**config.mk**
```make
export PLATFORM = sky130hd
export DESIGN_NAME = booth_r8_seq_mult
export DESIGN_NICKNAME = d
export VERILOG_FILES = /design/src/rtl/booth_r8_pkg.sv /design/src/rtl/booth_r8_pp_gen.sv /design/src/rtl/booth_r8_seq_mult.sv
export SDC_FILE = /design/constraint.sdc
export NUM_CORES = 1
export LEC_CHECK = 0
export BUFFER_PORTS_ARGS = -buffer_cell sky130_fd_sc_hd__buf_4
export CORE_ASPECT_RATIO = 0.75
export CORE_MARGIN = 1
export CORE_UTILIZATION = 55
export CTS_BUF_LIST = sky130_fd_sc_hd__clkbuf_8
export DETAILED_ROUTE_END_ITERATION = 10
export PLACE_DENSITY = 0.83
export SYNTH_ARGS = -nofsm -noshare
export SYNTH_HDL_FRONTEND = slang
export SYNTH_HIERARCHICAL = 1
export SYNTH_SLANG_ARGS = --single-unit
export TNS_END_PERCENT = 10
```
**constraint.sdc**
```tcl
create_clock -name clk -period 7.3 [get_ports clk]
set_clock_uncertainty 0.1 [all_clocks]
set_input_delay 1.46 -clock clk [delete_from_list [all_inputs] [get_ports clk]]
set_output_delay 1.46 -clock clk [all_outputs]
set_load 0.03 [all_outputs]
```
**src/rtl/booth_r8_pkg.sv**
```systemverilog
// Shared types and helpers for the radix-8 Booth sequential multiplier.
package booth_r8_pkg;

   typedef enum logic [1:0] {
      IDLE,
      PRE,
      ITER,
      DONE
   } state_t;

   // Magnitude field of the digit select (sel[2:0]); sel[3] carries the sign.
   localparam logic [2:0] SEL_ZERO = 3'd0;
   localparam logic [2:0] SEL_1A   = 3'd1;
   localparam logic [2:0] SEL_2A   = 3'd2;
   localparam logic [2:0] SEL_3A   = 3'd3;
   localparam logic [2:0] SEL_4A   = 3'd4;

   // Number of radix-8 digits needed for a width-bit multiplier (with b[-1]
   // and room for a sign/zero extension bit).
   function automatic int unsigned n_digits(input int unsigned width);
      return (width + 2 + 2) / 3;
   endfunction

   // Window is {b[3i+2], b[3i+1], b[3i], b[3i-1]};
   // digit = -4*w[3] + 2*w[2] + w[1] + w[0].
   function automatic logic [3:0] booth_r8_encode(input logic [3:0] win);
      logic [3:0] sel;
      sel = {1'b0, SEL_ZERO};
      case (win)
         4'b0000, 4'b1111: sel = {1'b0, SEL_ZERO};
         4'b0001, 4'b0010: sel = {1'b0, SEL_1A};
         4'b0011, 4'b0100: sel = {1'b0, SEL_2A};
         4'b0101, 4'b0110: sel = {1'b0, SEL_3A};
         4'b0111:          sel = {1'b0, SEL_4A};
         4'b1000:          sel = {1'b1, SEL_4A};
         4'b1001, 4'b1010: sel = {1'b1, SEL_3A};
         4'b1011, 4'b1100: sel = {1'b1, SEL_2A};
         4'b1101, 4'b1110: sel = {1'b1, SEL_1A};
         default:          sel = {1'b0, SEL_ZERO};
      endcase
      return sel;
   endfunction

endpackage

```
**src/rtl/booth_r8_pp_gen.sv**
```systemverilog
// Radix-8 Booth partial-product generator: selects 0/A/2A/3A/4A and applies
// the digit sign by two's-complement negation.
module booth_r8_pp_gen
   import booth_r8_pkg::*;
#(
   parameter int unsigned A_WIDTH = 16
) (
   input  logic [A_WIDTH:0]   i_a,
   input  logic [A_WIDTH+2:0] i_a3,
   input  logic [3:0]         i_sel,
   output logic [A_WIDTH+3:0] o_pp
);

   logic [A_WIDTH+3:0] w_mag;

   // Pick the signed magnitude multiple, then negate for negative digits.
   always_comb begin
      w_mag = '0;
      case (i_sel[2:0])
         SEL_1A:  w_mag = {{3{i_a[A_WIDTH]}}, i_a};
         SEL_2A:  w_mag = {{2{i_a[A_WIDTH]}}, i_a, 1'b0};
         SEL_3A:  w_mag = {i_a3[A_WIDTH+2], i_a3};
         SEL_4A:  w_mag = {i_a[A_WIDTH], i_a, 2'b00};
         default: w_mag = '0;
      endcase
      o_pp = i_sel[3] ? ('0 - w_mag) : w_mag;
   end

endmodule

```
**src/rtl/booth_r8_seq_mult.sv**
```systemverilog
// Iterative radix-8 Booth multiplier, one digit per cycle, signed/unsigned
// selectable per transaction, valid/ready on both sides.
module booth_r8_seq_mult
   import booth_r8_pkg::*;
#(
   parameter  int unsigned A_WIDTH = 16,
   parameter  int unsigned B_WIDTH = 16,
   localparam int unsigned P_WIDTH = A_WIDTH + B_WIDTH
) (
   input  logic               clk,
   input  logic               rst,
   input  logic               in_valid,
   output logic               in_ready,
   input  logic [A_WIDTH-1:0] in_a,
   input  logic [B_WIDTH-1:0] in_b,
   input  logic               in_signed,
   output logic               out_valid,
   input  logic               out_ready,
   output logic [P_WIDTH-1:0] out_p
);

   localparam int unsigned N_DIG = n_digits(B_WIDTH);
   localparam int unsigned BX_W  = 3 * N_DIG;
   localparam int unsigned CNT_W = (N_DIG > 1) ? $clog2(N_DIG) : 1;
   localparam logic [CNT_W-1:0] LAST_DIG = CNT_W'(N_DIG - 1);

   state_t             r_state;
   state_t             w_state_nxt;
   logic [A_WIDTH:0]   r_a;
   logic [BX_W:0]      r_b;      // bit 0 is the implicit b[-1]
   logic [A_WIDTH+2:0] r_a3;
   logic [P_WIDTH-1:0] r_p;
   logic [P_WIDTH-1:0] r_out_p;
   logic [CNT_W-1:0]   r_i;

   logic               w_accept;
   logic               w_last;
   logic               w_a_ext_msb;
   logic               w_b_ext_msb;
   logic [A_WIDTH+2:0] w_a3;
   logic [3:0]         w_sel;
   logic [A_WIDTH+3:0] w_pp;
   logic [P_WIDTH-1:0] w_pp_sh;
   logic [P_WIDTH-1:0] w_p_sum;

   assign w_accept    = (r_state == IDLE) && in_valid;
   assign w_last      = (r_i == LAST_DIG);
   assign w_a_ext_msb = in_signed & in_a[A_WIDTH-1];
   assign w_b_ext_msb = in_signed & in_b[B_WIDTH-1];
   assign w_a3        = {{2{r_a[A_WIDTH]}}, r_a} + {r_a[A_WIDTH], r_a, 1'b0};

   // r_b is shifted right 3 bits per digit, so the current window is always
   // the low four bits; the product side keeps the explicit << 3i weighting.
   assign w_sel   = booth_r8_encode(r_b[3:0]);
   assign w_pp_sh = P_WIDTH'($signed(w_pp)) << (32'd3 * 32'(r_i));
   assign w_p_sum = r_p + w_pp_sh;
   assign out_p   = r_out_p;

   booth_r8_pp_gen #(
      .A_WIDTH (A_WIDTH)
   ) u_pp_gen (
      .i_a   (r_a),
      .i_a3  (r_a3),
      .i_sel (w_sel),
      .o_pp  (w_pp)
   );

   // State register.
   always_ff @(posedge clk) begin
      if (rst) r_state <= IDLE;
      else     r_state <= w_state_nxt;
   end

   // Next-state logic; no new operand is taken while a result is pending.
   always_comb begin
      w_state_nxt = r_state;
      case (r_state)
         IDLE:    if (w_accept) w_state_nxt = PRE;
         PRE:     w_state_nxt = ITER;
         ITER:    if (w_last) w_state_nxt = DONE;
         DONE:    if (out_ready) w_state_nxt = IDLE;
         default: w_state_nxt = IDLE;
      endcase
   end

   // Handshake outputs decoded from state.
   always_comb begin
      in_ready  = 1'b0;
      out_valid = 1'b0;
      case (r_state)
         IDLE:    in_ready  = 1'b1;
         DONE:    out_valid = 1'b1;
         default: ;
      endcase
   end

   // Datapath: operand capture, 3A precompute, digit accumulation, result hold.
   always_ff @(posedge clk) begin
      if (rst) begin
         r_a     <= '0;
         r_b     <= '0;
         r_a3    <= '0;
         r_p     <= '0;
         r_i     <= '0;
         r_out_p <= '0;
      end else begin
         case (r_state)
            IDLE: begin
               if (w_accept) begin
                  r_a <= {w_a_ext_msb, in_a};
                  r_b <= {{(BX_W - B_WIDTH){w_b_ext_msb}}, in_b, 1'b0};
               end
            end
            PRE: begin
               r_a3 <= w_a3;
               r_p  <= '0;
               r_i  <= '0;
            end
            ITER: begin
               r_p <= w_p_sum;
               r_b <= r_b >> 3;
               r_i <= r_i + CNT_W'(1);
               if (w_last) r_out_p <= w_p_sum;
            end
            default: ;
         endcase
      end
   end

endmodule
```
== Yosys cells after proc, flatten, opt, wreduce, memory -nomap -nowiden ==
Memories as Yosys holds them, arrays and structs flattened. A register that Yosys moved wholly into a read port is not among the register bits.
Index checks and enable logic that the tools add are counted.
W data, S select, Z words.

* Reduce and logical (&&, ||, !) cells: 8
* Bitwise gates (word level): 2
* Add/subtract/negate cells: 4
* $mul: 1
* Multiplexer cells: 14
* Equality and inequality tests: 11
* Shift operators: 1

{| class="wikitable"
|+ Operators with widths
! operator !! number
|-
| $pmux W20 S4 || 1
|-
| $pmux W32 S2 || 1
|-
| $pmux W19 S2 || 1
|-
| $add A32 B32 Y32 || 1
|-
| $shl A32 B5 Y32 || 1
|-
| $mux W20 || 1
|-
| $sub A1 B20 Y20 const A || 1
|-
| $add A17 B18 Y19 || 1
|-
| $mux W19 || 1
|-
| $mux W4 || 2
|-
| $pmux W2 S4 || 1
|-
| $eq A3 B2 Y1 const B || 2
|-
| $eq A3 B3 Y1 const B || 2
|-
| $mux W2 || 3
|-
| $ne A2 B2 Y1 const B || 3
|-
| $pmux W3 S2 || 1
|-
| $reduce_and A2 Y1 || 3
|-
| $mul A2 B3 Y5 const A || 1
|-
| $eq A2 B2 Y1 const B || 2
|-
| $reduce_bool A2 Y1 || 2
|-
| $add A3 B1 Y3 const B || 1
|-
| $eq A3 B1 Y1 const B || 1
|-
| $reduce_and A3 Y1 || 1
|-
| $and A1 B1 Y1 || 2
|-
| 4 further kinds || 5
|}

* Memories: 1
* Logic and storage cells: 49
* Flip-flop bits (word level): 124
* Bits in read-only memories: 64

{| class="wikitable"
|+ Memory list
! name !! words !! width !! read ports !! clocked after Yosys merged registers in !! write ports !! line !! RTL
|-
| (no name shown) || 16 || 4 || 1 || 1 || 0 || booth_r8_pkg.sv:29 || <nowiki>case (win)</nowiki>
|}

== Depth between registers and ports, before layout ==
* Depth after elaboration: 7
* Gate-level depth with buffers: 25
* Gate-level depth less buffers: 22

== By module ==
The synthesis kept the hierarchy.

{| class="wikitable"
|+ By module, submodules not included
! module !! sequential area each (um2) !! cells an instance !! times used !! area each (um2)
|-
| booth_r8_seq_mult || 2542.4 || 1060 || 1 || 8373.0
|-
| booth_r8_pp_gen || 0.0 || 150 || 1 || 1124.8
|}

== Worst setup path before layout ==
No wires, ideal clock.

* Path kind: reg2reg
* Start point: register, netlist name w_sel[0]
* End point: register r_out_p[25] (netlist: out_p[25])
* Setup slack: 2192 ps
* Path buffers: 1
* Setup time: 117 ps
* Required time: 7083 ps
* Arrival time: 4890 ps
* Clock period less this slack: 5108 ps
* Stages on the path, launching flop included: 22
* Path through: dfxtp_1 > buf_6 > mux2_4 > a211oi_1 > inv_1 > or3_1 > or3_1 > o211ai_1 > o21ai_1 > mux4_2 > nand2_1 > o21a_1 > nor2_1 > a21oi_1 > o22ai_1 > ha_1 > nand2_1 > nor4_1 > o211ai_1 > a211oi_1 > o21ai_0 > a32o_1

* Longest elaborated chain between the ends: 6
* Elaborated cells on any way between the ends: 9
* Those cells by class: 2 x add/sub; 4 x eq/ne; 1 x shift; 2 x mux

{| class="wikitable"
|+ Ends and longest elaborated chain
! element !! line !! RTL
|-
| $eq A3 B3 Y1, or another cell as far along || booth_r8_pp_gen.sv:19 || <nowiki>case (i_sel[2:0])</nowiki>
|-
| $pmux W20 S4 (*) || booth_r8_pp_gen.sv:19 ||
|-
| $sub A1 B20 Y20 || booth_r8_pp_gen.sv:26 || <nowiki>o_pp = i_sel[3] ? ('0 - w_mag) : w_mag;</nowiki>
|-
| $mux W20 (*) || booth_r8_pp_gen.sv:26 ||
|-
| named net w_pp[19] || booth_r8_seq_mult.sv:42 || <nowiki>logic [A_WIDTH+3:0] w_pp;</nowiki>
|-
| $shl A32 B5 Y32 (*) || booth_r8_seq_mult.sv:55 || <nowiki>assign w_pp_sh = P_WIDTH'($signed(w_pp)) << (32'd3 * 32'(r_i));</nowiki>
|-
| $add A32 B32 Y32 (*) || booth_r8_seq_mult.sv:56 || <nowiki>assign w_p_sum = r_p + w_pp_sh;</nowiki>
|-
| end signal: assignment || booth_r8_seq_mult.sv:123 || <nowiki>if (w_last) r_out_p <= w_p_sum;</nowiki>
|-
| end: declaration || booth_r8_seq_mult.sv:33 || <nowiki>logic [P_WIDTH-1:0] r_out_p;</nowiki>
|}

The timed path passes the listed nets; every way through them passes the cells marked *.
A chain may end at the register's enable or synchronous reset.

== Worst setup path in the final report ==
* Start point: register, netlist name w_sel[0]
* End point: register r_p[19]

* Longest elaborated chain between the ends: 7
* Elaborated cells on any way between the ends: 10
* Those cells by class: 2 x add/sub; 4 x eq/ne; 1 x shift; 3 x mux

{| class="wikitable"
|+ Ends and longest elaborated chain
! element !! line !! RTL
|-
| $eq A3 B3 Y1, or another cell as far along || booth_r8_pp_gen.sv:19 ||
|-
| $pmux W20 S4 (*) || booth_r8_pp_gen.sv:19 ||
|-
| $sub A1 B20 Y20 || booth_r8_pp_gen.sv:26 ||
|-
| $mux W20 (*) || booth_r8_pp_gen.sv:26 ||
|-
| named net w_pp[6] || booth_r8_seq_mult.sv:42 ||
|-
| $shl A32 B5 Y32 (*) || booth_r8_seq_mult.sv:55 ||
|-
| $add A32 B32 Y32 (*) || booth_r8_seq_mult.sv:56 ||
|-
| $pmux W32 S2 (*) || booth_r8_seq_mult.sv:107 || <nowiki>case (r_state)</nowiki>
|-
| end signal: assignment || booth_r8_seq_mult.sv:120 || <nowiki>r_p <= w_p_sum;</nowiki>
|-
| end: declaration || booth_r8_seq_mult.sv:32 || <nowiki>logic [P_WIDTH-1:0] r_p;</nowiki>
|}

Marked as above.

==> impl_metrics.json <==
{
  "clk_latency_ns": 0.47,
  "yosysWarnings": 6,
  "met2RoutedLength_um": 10740,
  "syn_nets": 1311,
  "clock.fmax_mhz": 150.0,
  "cp-end-kind": "flop",
  "grt_start_max_net_pins": 39,
  "die_x_um": 153.7,
  "hpwl_um": 19100,
  "dr.first_iter.drc_count": 878,
  "clkTransAtPathRegs_ns": 0.09,
  "cts_htree_levels": 4,
  "synth.distinct_cells": 85,
  "period_needed_ns": 6.668,
  "nFillCells": 1466,
  "routabilityCongestion": 0.9407,
  "ys_top_cells_by_area": "dfxtp_1, ha_1, nand2_1",
  "diodes": 0,
  "num_rows": 41,
  "grt_pass1_wl_um": 42950,
  "setup_violations": 0,
  "synthesis.area_sq_um": 9498,
  "fin_setup_tns_ns": 0,
  "portBuffers": 70,
  "clkSinkCount": 127,
  "crit_fanout": 31,
  "wl_per_cell_um": 17.52,
  "fin_cells": 1467,
  "cellLeakagePower_nw": 4.491,
  "io_pins": 71,
  "numCtsBuffers": 17,
  "ys.flop_type": "dfxtp_1",
  "grt_setup_unrepaired": "no",
  "synthMostInstantiatedCell": "nand2_1",
  "drt-met1-wl_um": 12440,
  "antenna_found_initial": 0,
  "synth_seq_cells": 127,
  "cp.arrival_ns": 6.98,
  "synth-xor-area-share_pct": 4.057,
  "synth-compound-area-share_pct": 25.62,
  "pre_cts_slack_ns": 0.9176,
  "critPathLaunchType": "flop",
  "synth_largest_area_cell": "dfxtp_1",
  "drt_first_pass_iters": 5,
  "cts-hold-fix-buffers": 0,
  "track_usage_pct": 30.10,
  "finalHoldViolCount": 0,
  "clockRootBuffer": "clkbuf_8",
  "cts_resized": 0,
  "wl_met3_um": 2250,
  "final_layout_size_suffix_gt1_share_pct": 12.06,
  "worst_slack_ns": 0.6321,
  "top_layer": "met4",
  "nets": 1340,
  "hold_class": "flop to flop",
  "maxCapViolations": 0,
  "peakVddDrop_v": 0.0001912,
  "synth_top_family_by_area": "compound AO/OA/AOI/OAI gates",
  "first_global_vias": 8393,
  "syn_inst": 1210,
  "required_ns": 7.62,
  "post-route-period-util_pct": 91.34,
  "synthMuxAreaShare_pct": 8.299,
  "post_drt_via_cell_ratio": 6.239,
  "wirelength_um": 25710,
  "syn2layout_area_growth_pct": 10.14,
  "start_util_pct": 56.28,
  "worst_pin_slew_ns": 1.138,
  "worstSetupPathType": "flop to flop",
  "dp_cells": 1435,
  "status": "complete, no violations",
  "dr_total_vias": 9153,
  "cts_buffer_depth": 2,
  "grt_remaining_overflow": 0,
  "synthAdderAreaFrac_pct": 8.668,
  "drc": 0,
  "synthSimpleGateAreaFrac_pct": 21.83,
  "drv_slew": 0,
  "async_flop_share_pct": 0,
  "ys_top_cells_by_count": "nand2_1, dfxtp_1, a21oi_1",
  "final_antenna_net_count": 0,
  "ys_seq_area_share_pct": 26.77,
  "yosys.area.top_type_share_pct": 26.77,
  "slew_headroom_pct": 24.10,
  "syn_area_per_cell_sq_um": 7.849,
  "tritoncts": "yes",
  "p_per_area_nw_per_um2": 317.8,
  "die_y_um": 115.8,
  "core_sq_um": 16880,
  "dieArea_sq_um": 17800,
  "synth-edff-count": 0,
  "cts_setup_buffers": 0
}
cells by family after synthesis:
family	count (synthesis)
AOI/OAI and AO/OA	367
muxes	70
xor gates and xnor gates	44
DFF	127
adders and majority gates	64
buffers and inverters	108
and+or+nand+nor	430
stage by stage:
step | utilization, % | hold WS [ns] | total power, mW | area [sq um]
2_1_floorplan | - | 0.3327 | 2.264 | 9498
3_3_place_gp | 59.71 | 0.3459 | 2.623 | 10080
3_5_place_dp | 59.71 | 0.3492 | 2.661 | 10080
4_1_cts | 61.98 | 0.3620 | 3.287 | 10460
5_1_grt | 61.98 | 0.3828 | 3.550 | 10460
6_report | 61.98 | 0.3579 | 3.325 | 10460
power breakdown:
part,switching [mW],internal (mW),leakage [nW]
logic,1.13,0.674,3.27
clock network,0.341,0.280,0.188
registers,0.125,0.778,1.03
cells in the final DEF (no fill, tap or decap), types with 16 or more instances in the layout:
cell        n
nand2_1   159
a22o_1     16
o21ai_1    27
ha_1       61
nor2_1    107
a21o_1     21
dfxtp_1   127
nor2b_1    19
nand3_1    33
buf_4      84
xnor2_1    30
mux2i_1    51
nand2b_1   20
o21ai_0    50
clkbuf_8   17
a211oi_1   28
inv_1      32
a21oi_1   114
flip-flops by register name (all words and copies together), names as in the netlist:
| signal | flops |
|---|---|
| r_a | 17 |
| out_p | 32 |
| r_b | 18 |
| w_sel | 4 |
| r_a3 | 19 |
| r_p | 32 |
| r_state | 2 |
| r_i | 3 |
worst max-delay path, cell delays in order (launching register included):
cell and delay, ns:
dfxtp_1 1.05, or2b_1 0.35, o32ai_1 0.15, a221oi_2 0.48
nand3_1 0.20, o31ai_1 0.35, xnor2_1 0.18, mux2_1 0.32
nor2_1 0.10, nor2_1 0.08, mux2i_1 0.21, nand2_1 0.09
o21ai_0 0.21, nor2_1 0.17, ha_1 0.44, and4_1 0.25
nand4_1 0.14, a2111oi_0 0.73, nor3_1 0.28, o21ai_1 0.25
xor2_1 0.29, a22o_1 0.20
cell type report:
| type | instances | area [sq um] | share of cell area, % |
|---|---|---|---|
| clock buffers | 17 | 234.0 | 2.237 |
| clock inverters | 15 | 150.1 | 1.435 |
| inverters | 34 | 127.6 | 1.220 |
| multi-input cells | 975 | 6507 | 62.21 |
| flip-flops and latches | 127 | 2542 | 24.30 |
| well taps | 215 | 269.0 | 2.571 |
| repair buffers | 84 | 630.6 | 6.028 |
worst paths after layout:
| kind | start | slack, ns | end | depth (start not counted) |
|---|---|---|---|---|
| worst max-delay path | w_sel[0] | 0.63 | r_p[19] | 21 |
| worst min-delay path | out_p[15] | 0.36 | out_p[15] | 2 |
| worst max register to register | w_sel[0] | 0.63 | r_p[19] | 21 |
| worst min register to register | out_p[15] | 0.36 | out_p[15] | 2 |
layer usage:
metal  track usage (%)  vias to the layer above
li1                  -                     4484
met3             6.245                       29
met4             7.667                        0
met1             43.87                     4296
met2             45.06                      344
met5                 0                        -
Note: power is estimated with default switching activity, not from simulation.
